==> config.mk <==
export PLATFORM = sky130hd
export DESIGN_NAME = qupls_io_order
export DESIGN_NICKNAME = d
export VERILOG_FILES = /design/src/rtl/qupls_io_order.sv
export SDC_FILE = /design/constraint.sdc
export NUM_CORES = 1
export LEC_CHECK = 0
export BUFFER_PORTS_ARGS = -buffer_cell sky130_fd_sc_hd__buf_2
export CORE_MARGIN = 8
export CORE_UTILIZATION = 30
export CTS_CLUSTER_DIAMETER = 80
export DETAILED_ROUTE_END_ITERATION = 10
export HOLD_SLACK_MARGIN = 0.1
export SYNTH_ARGS = -nofsm -noshare
export SYNTH_HDL_FRONTEND = slang
export SYNTH_SLANG_ARGS = --single-unit
==> constraint.sdc <==
create_clock -name clk -period 10 [get_ports clk]
set_input_delay 1 -clock clk [delete_from_list [all_inputs] [get_ports clk]]
set_output_delay 1 -clock clk [all_outputs]
set_load 0.1 [all_outputs]
==> src/rtl/qupls_io_order.sv <==
// qupls_io_order: classifies decoded memory ops as I/O (cache attribute ==
// IO_CA), queues their ROB tags in program order and releases them to the
// memory pipeline one at a time, waiting for completion before the next.
// Optional watchdog: define QUPLS_IO_TIMEOUT_EN to force-pop an ISSUED head
// after TIMEOUT cycles without completion.
module qupls_io_order #(
  parameter int NLANE   = 4,
  parameter int DEPTH   = 8,
  parameter int TAGW    = 6,
  parameter int CAW     = 3,
  parameter int IO_CA   = 0,
  parameter int TIMEOUT = 1023
) (
  input  logic                         clk,
  input  logic                         rst_n,
  input  logic                         flush_i,
  input  logic [NLANE-1:0]             lane_valid_i,
  input  logic [NLANE-1:0]             lane_mem_i,
  input  logic [NLANE*CAW-1:0]         lane_ca_i,
  input  logic [NLANE*TAGW-1:0]        lane_tag_i,
  output logic [NLANE-1:0]             lane_io_o,
  output logic                         alloc_ready_o,
  output logic                         issue_valid_o,
  output logic [TAGW-1:0]              issue_tag_o,
  input  logic                         issue_ack_i,
  input  logic                         done_i,
  input  logic [TAGW-1:0]              done_tag_i,
  output logic [$clog2(DEPTH+1)-1:0]   count_o,
  output logic                         busy_o,
  output logic                         err_o,
  output logic                         timeout_o
);

  localparam int PW = $clog2(DEPTH);
  localparam int CW = $clog2(DEPTH+1);
  localparam int NW = $clog2(NLANE+1);

  typedef enum logic [1:0] {ST_EMPTY, ST_WAIT, ST_ISSUED} hstate_e;

  hstate_e           state_q, state_d;
  logic [PW-1:0]     head_q, head_d, tail_q, tail_d;
  logic [CW-1:0]     count_q, count_d;
  logic              err_q, err_d;
  logic [TAGW-1:0]   tags_q [DEPTH];

  logic [NLANE-1:0]  io;
  logic [NW-1:0]     nio;
  logic [PW-1:0]     ptr;
  logic [PW-1:0]     slot [NLANE];
  logic              alloc_ready, do_alloc, pop, ack_ok, keep, timeout_hit;

  // Classify lanes and assign consecutive tail slots to I/O lanes in lane order
  always_comb begin
    io  = '0;
    nio = '0;
    ptr = tail_q;
    for (int unsigned l = 0; l < NLANE; l++) begin
      io[l]   = lane_valid_i[l] & lane_mem_i[l] &
                (lane_ca_i[l*CAW +: CAW] == CAW'(IO_CA));
      slot[l] = ptr;
      if (io[l]) begin
        ptr = ptr + 1'b1;
        nio = nio + 1'b1;
      end
    end
  end

`ifdef QUPLS_IO_TIMEOUT_EN
  localparam int WW = $clog2(TIMEOUT+1);
  logic [WW-1:0] wd_q, wd_d;

  // Watchdog: held at zero outside ISSUED, counts cycles spent in ISSUED
  always_comb wd_d = (state_q == ST_ISSUED) ? wd_q + 1'b1 : '0;

  // Watchdog register
  always_ff @(posedge clk or negedge rst_n) begin
    if (!rst_n) wd_q <= '0;
    else        wd_q <= wd_d;
  end

  assign timeout_hit = (state_q == ST_ISSUED) && (wd_q == WW'(TIMEOUT));
`else
  assign timeout_hit = 1'b0;
`endif

  // Head state machine, pointer and occupancy next-state
  always_comb begin
    pop         = (state_q == ST_ISSUED) &&
                  ((done_i && (tags_q[head_q] == done_tag_i)) || timeout_hit);
    ack_ok      = (state_q == ST_WAIT) && issue_ack_i;
    alloc_ready = (32'(DEPTH) - 32'(count_q)) >= 32'(nio);
    do_alloc    = alloc_ready && !flush_i && (nio != '0);
    err_d       = err_q | (issue_ack_i && (state_q != ST_WAIT)) | timeout_hit;
    keep        = 1'b0;
    head_d      = head_q + PW'(pop);
    tail_d      = tail_q;
    count_d     = count_q;
    state_d     = state_q;
    if (flush_i) begin
      // Only a head already handed to memory (or handed over this cycle)
      // survives; it cannot be cancelled.
      keep    = ((state_q == ST_ISSUED) && !pop) || ack_ok;
      tail_d  = head_d + PW'(keep);
      count_d = CW'(keep);
      state_d = keep ? ST_ISSUED : ST_EMPTY;
    end else begin
      if (do_alloc) tail_d = tail_q + PW'(nio);
      count_d = count_q + (do_alloc ? CW'(nio) : '0) - CW'(pop);
      if (pop)                        state_d = (count_d != '0) ? ST_WAIT : ST_EMPTY;
      else if (ack_ok)                state_d = ST_ISSUED;
      else if (state_q == ST_EMPTY)   state_d = (count_d != '0) ? ST_WAIT : ST_EMPTY;
    end
  end

  // Control state registers
  always_ff @(posedge clk or negedge rst_n) begin
    if (!rst_n) begin
      state_q <= ST_EMPTY;
      head_q  <= '0;
      tail_q  <= '0;
      count_q <= '0;
      err_q   <= 1'b0;
    end else begin
      state_q <= state_d;
      head_q  <= head_d;
      tail_q  <= tail_d;
      count_q <= count_d;
      err_q   <= err_d;
    end
  end

  // Tag storage; contents are only observed while the entry is occupied
  always_ff @(posedge clk) begin
    if (do_alloc) begin
      for (int unsigned l = 0; l < NLANE; l++) begin
        if (io[l]) tags_q[slot[l]] <= lane_tag_i[l*TAGW +: TAGW];
      end
    end
  end

  assign lane_io_o     = io;
  assign alloc_ready_o = alloc_ready;
  assign issue_valid_o = (state_q == ST_WAIT);
  assign issue_tag_o   = (count_q != '0) ? tags_q[head_q] : '0;
  assign count_o       = count_q;
  assign busy_o        = (count_q != '0);
  assign err_o         = err_q;
  assign timeout_o     = timeout_hit;

endmodule
After elaboration in Yosys (flattened, before gate mapping)
Memory sizes are Yosys's and may differ from the RTL's.
Cells that the tools add are included.
{ "totals": {"reg_bits": 13, "latch_bits": 0, "ramBits": 48, "rom_bits": 0, "inputBits": 55, "output_inout_bits": 19, "wordCells": 82, "memories": 1} }
{ "classes": {"addsub": 12, "n_mul": 0, "n_div": 0, "magnitude_cmp": 1, "n_eq_ne": 4, "shifts": 0, "n_mux": 30, "bitwise": 9, "n_reduce_logical": 20} }
{ "memory_table": {"columns": ["memory", "words", "width", "read_ports", "rd_clocked_by_memory_dff", "wr", "line_no", "rtl"], "rows": [
  ["tags_q", 8, 6, 1, 0, 4, "44", "logic [TAGW-1:0] tags_q [DEPTH];"]
]} }
{ "op_table": {"columns": ["operator", "count"], "rows": [
  ["$ge 32x3->1", 1],
  ["$mux 3", 9],
  ["$add 3x1->3 const B", 6],
  ["$mux 1", 14],
  ["$logic_not 3->1", 4],
  ["$reduce_bool 4->1", 3],
  ["$mux 2", 5],
  ["$and 1x1->1", 8],
  ["$logic_and 1x1->1", 7],
  ["$add 3x1->3", 2],
  ["$eq 6x6->1", 1],
  ["$mux 6", 1],
  ["$sub 4x4->5 const A", 1],
  ["$add 4x3->4", 1],
  ["$mux 4", 1],
  ["$sub 4x1->4", 1],
  ["$add 3x3->3", 1],
  ["$reduce_bool 3->1", 1],
  ["$eq 2x1->1 const B", 1],
  ["$eq 2x2->1 const B", 1],
  ["$logic_not 1->1", 2],
  ["$logic_not 2->1", 1],
  ["$ne 2x1->1 const B", 1],
  ["$reduce_bool 2->1", 1],
  ["2 further kinds", 2]
]} }

Depth between registers and ports, before layout
{ "logic_depth": {"word_depth": 21, "mapped_depth": 25, "ltp_nobuf": 22} }

Least setup slack after synthesis
OpenSTA, ideal clock, no wires.
{ "synth_path": {"path_type": "in2reg", "from": "input lane_ca_i[1]", "to": "memory tags_q[0][0] (enable)", "setup_time_ns": 0.393, "arrival_ns": 6.778, "t_required_ns": 9.607, "setup_slack_ns": 2.829, "stages": 20, "n_path_buf": 4, "cell_sequence": "or3b_1 > buf_2 > nor2_1 > inv_1 > ha_1 > clkbuf_1 > xor2_1 > nand3_1 > o311ai_2 > buf_2 > inv_1 > ha_1 > o21ai_0 > o21bai_1 > o21a_1 > clkbuf_1 > o21ai_2 > nor2_1 > nand2_1 > o311ai_0"} }
{ "synth_lines": {"columns": ["item", "line_no", "rtl"], "rows": [
  ["start, declared", "19", "input logic [NLANE*CAW-1:0] lane_ca_i,"],
  ["end, declared", "44", null]
]} }

==> impl_results.md <==
- Run status: finished, final reports clean
- Vias in the first global route: between 4k and 5k
- Total DRC errors in the routed layout: 0
- Arr. time, crit path: around 6.2 ns
- Die width: between 100 and 150 um
- Final critical-path share of the clock period: 0.6238
- Net count of the finished layout: about 700
- Number of buffers added by the clock tree synthesis step: 9
- Gate count after technology mapping: roughly 570
- Maximum buffer depth of the clock tree: 2
- Area Growth Syn to Fin: 15.39%
- Gates resized, CTS repair: 0
- Endpoint required time on the critical path: about 10 ns
- Worst hold slack after final layout: 0.4652 ns
- CP Buf/Inv Count: 3
- Post-Route Setup TNS: 0 ns
- Relative slew margins: 0.3105
- Residual antenna-violating net count after detailed routing: 0
- Final-report max-slew violation count: 0
- Highest cell delay on the worst timing path: 0.66 ns
- Maximum net fanout on the critical path: 11
- Starting density of the core: 0.3031
- Routed vias: roughly 4.7k
- Die area: 21690 um2
- Class of the most critical hold timing path: flop to flop
- CTS H-tree lvls: 3
- Total wirelength of the detailed-routed design: between 15 and 20 mm
- Routed wire length per instance: 19.43 um
- Number of warning messages in the yosys log: 0
- Count of cell types in the netlist: 73
- Share of synthesized flip-flops with an asynchronous set or reset: 0.2131
- Die extent in y: ~150 um
- Top area cells in the synthesized netlist: sky130_fd_sc_hd__edfxtp_1, sky130_fd_sc_hd__dfrtp_1, sky130_fd_sc_hd__mux2i_1
- Number of antenna violations at the first check in global routing: 0
- Worst setup path category: input port to flop
- Total routing resource utilization after global routing: 0.1503
- First-pass GRT wire length: between 20 and 30 mm
- Pin slew with the least headroom to its limit: 1.033 ns
- Number of buffers inserted by hold repair at cts: 0
- Final count of hold timing violations: 0
- Power per standard cell area: approximately 180 nW/um2
- Placeable core region: 17060 um2
- Worst path slowest cell: sky130_fd_sc_hd__o311ai_2
- Via count normalized by instance count: 5.543
- Critical Path, Cell by Cell: buf_2 > or3b_1 > nor2_1 > inv_1 > ha_1 > xnor2_1 > o311ai_2 > inv_1 > ha_1 > o21ai_0 > o21bai_1 > o21ai_1 > a2111oi_1 > o21ai_0 > or2_1 > and2_1 > o211ai_1
- Sum of net half-perimeters after detailed placement: between 10 and 15 mm
- Dominant synthesized flop cell: sky130_fd_sc_hd__edfxtp_1
- CP startpoint kind: input port
- Maximum number of pins on one net before global-route repair: 15
- Number of enable-type register cells in the synthesized netlist: 48
- Top cells by instance count after synthesis: sky130_fd_sc_hd__a21oi_1, sky130_fd_sc_hd__edfxtp_1, sky130_fd_sc_hd__nor2_1
- Worst clock skew: 0.005867 ns
- DRC marker count from the first detailed-route iteration: roughly 420
- Setup fix buffers added after clock tree synthesis: 0
- Cell row count: 48
- Final estimated routing congestion in global placement: around 0.94
- FF+latch area: about 1800 um2
- Port Buf Inserts: slightly above 70
- Clock tree root buffer cell: sky130_fd_sc_hd__clkbuf_16
- Clock slew at reported path FFs: 0.05 ns
- Unrepaired setup endpoints after global routing: false
- Number of top-level design ports: 74
- Mapped Avg Cell Area: 9.118 um2
- Total congestion overflow after global routing: 0
- Min Tclk post-route: 6.238 ns
- Highest clock frequency the design can meet: ~160 MHz
- Skew-Pair Late Insertion Delay: approximately 0.33 ns
- Fraction of synthesized cell area taken by the top area cell type: 0.2788
- Leakage power figure: ~2.4 nW
- Area of the multi-input gates: between 3000 and 4000 um2
- Netlist area before placement: slightly above 5000 um2
- Cell accounting for the most synthesized area: sky130_fd_sc_hd__edfxtp_1
- Count of state elements after synthesis: around 60
- Number of violations of the max-capacitance limit: 0
- Total inserted antenna cells: 0
- Mapped Nets: about 640
- Layout fillers: between 1.5k and 2k
- Worst supply voltage drop on vdd: roughly 0.15 mV
- Cell class contributing the biggest share of worst-path delay: compound AO/OA/AOI/OAI gates
- CTS tree: built
- Number of optimization iterations in the first detailed-route pass: 5
- Total clock sinks: between 60 and 70
- Critical Path Sink Type: flop
- Fraction of final layout cells with drive strength greater than 1: 0.1997
- Register area share after synthesis: 0.3417
- Count of final setup violators: 0
## worst paths after layout
| path | from | end | slack, ns | cells after the start |
|---|---|---|---|---|
| max | lane_ca_i[1] | tags_q[5][1] | 3.76 | 17 |
| min | err_o | err_o | 0.47 | 1 |
| max in group asynchronous | rst_n | head_q[2] | 9.23 | 1 |
| min reg2reg | err_o | err_o | 0.47 | 1 |
| min in group asynchronous | rst_n | err_o | 0.54 | 1 |
| max reg2reg | tail_q[0] | tags_q[5][1] | 4.97 | 14 |
## registers in the layout (all words and copies together), names as in the netlist
name,cells
tags_q,48
count_o,4
head_q,3
tail_q,3
state_q,2
err_o,1
## cells by family after synthesis
group	Yosys count	synth area share
mux	46	0.1196
other cells	1	0.0007253
flops	61	0.3417
simple gates	163	0.1660
compound gates	171	0.2142
fa+ha+maj	22	0.05615
xor+xnor	22	0.03727
buf+inv	81	0.06437
## metal layers
layer | part of all wire | wire length (um) | vias to the layer above | GRT usage
met5 | 0 | 0 | - | 0
met4 | 0.026 | 424 | 0 | 0.06272
met3 | 0.093 | 1517 | 25 | 0.03476
met2 | 0.43 | 6961 | 241 | 0.2167
met1 | 0.46 | 7439 | 2163 | 0.2104
li1 | - | - | 2233 | -
## cell usage in the layout, fill, tap and decap left out, drive strengths merged, types with 6 or more instances in the layout
master / netlist / routed
nand4: 8 / 8
nor3: 12 / 12
inv: 37 / 38
or2: 6 / 6
nor2: 46 / 46
xor2: 9 / 9
buf: 21 / 76
mux4: 12 / 12
nand2: 27 / 27
xnor2: 13 / 13
nand3: 17 / 17
o211a: 7 / 7
dfrtp: 13 / 13
o22ai: 36 / 36
ha: 20 / 20
mux2i: 28 / 28
o21ai: 30 / 30
and2: 6 / 6
mux2: 6 / 6
edfxtp: 48 / 48
a21oi: 49 / 49
clkbuf: 22 / 14
o211ai: 8 / 8
and3: 6 / 6
nor4: 6 / 6
## metrics by stage
| stage | util | instances | total power, mW | cell area [um2] | setup slack [ns] |
|---|---|---|---|---|---|
| final | 0.3498 | 841 | 1.100 | 5966 | 3.762 |
| after detailed placement | 0.3317 | 825 | 0.7912 | 5658 | 3.504 |
| after global placement | 0.3317 | 825 | 0.7924 | 5658 | 3.796 |
| after CTS | 0.3498 | 841 | 1.107 | 5966 | 3.843 |
| after floorplan | - | 567 | 0.6842 | 5170 | 2.829 |
| after global routing | 0.3498 | 841 | 1.155 | 5966 | 3.402 |
## area by class of cell
cell class              count  area share
clock buffers              14     0.04971
multi-input cells         425      0.5157
clock inverters             2    0.001888
repair buffers             76     0.06544
well taps                 225     0.04719
flip-flops and latches     61      0.2961
inverters                  38     0.02391
## where the power goes
part | total, mW | internal (mW) | switching [mW] | leakage [nW]
sequential | 0.323 | 0.287 | 0.0358 | 0.600
clock | 0.314 | 0.204 | 0.110 | 0.153
combinational | 0.462 | 0.126 | 0.336 | 1.63
total | 1.10 | 0.618 | 0.482 | 2.38
(Power assumes the default switching activity.)
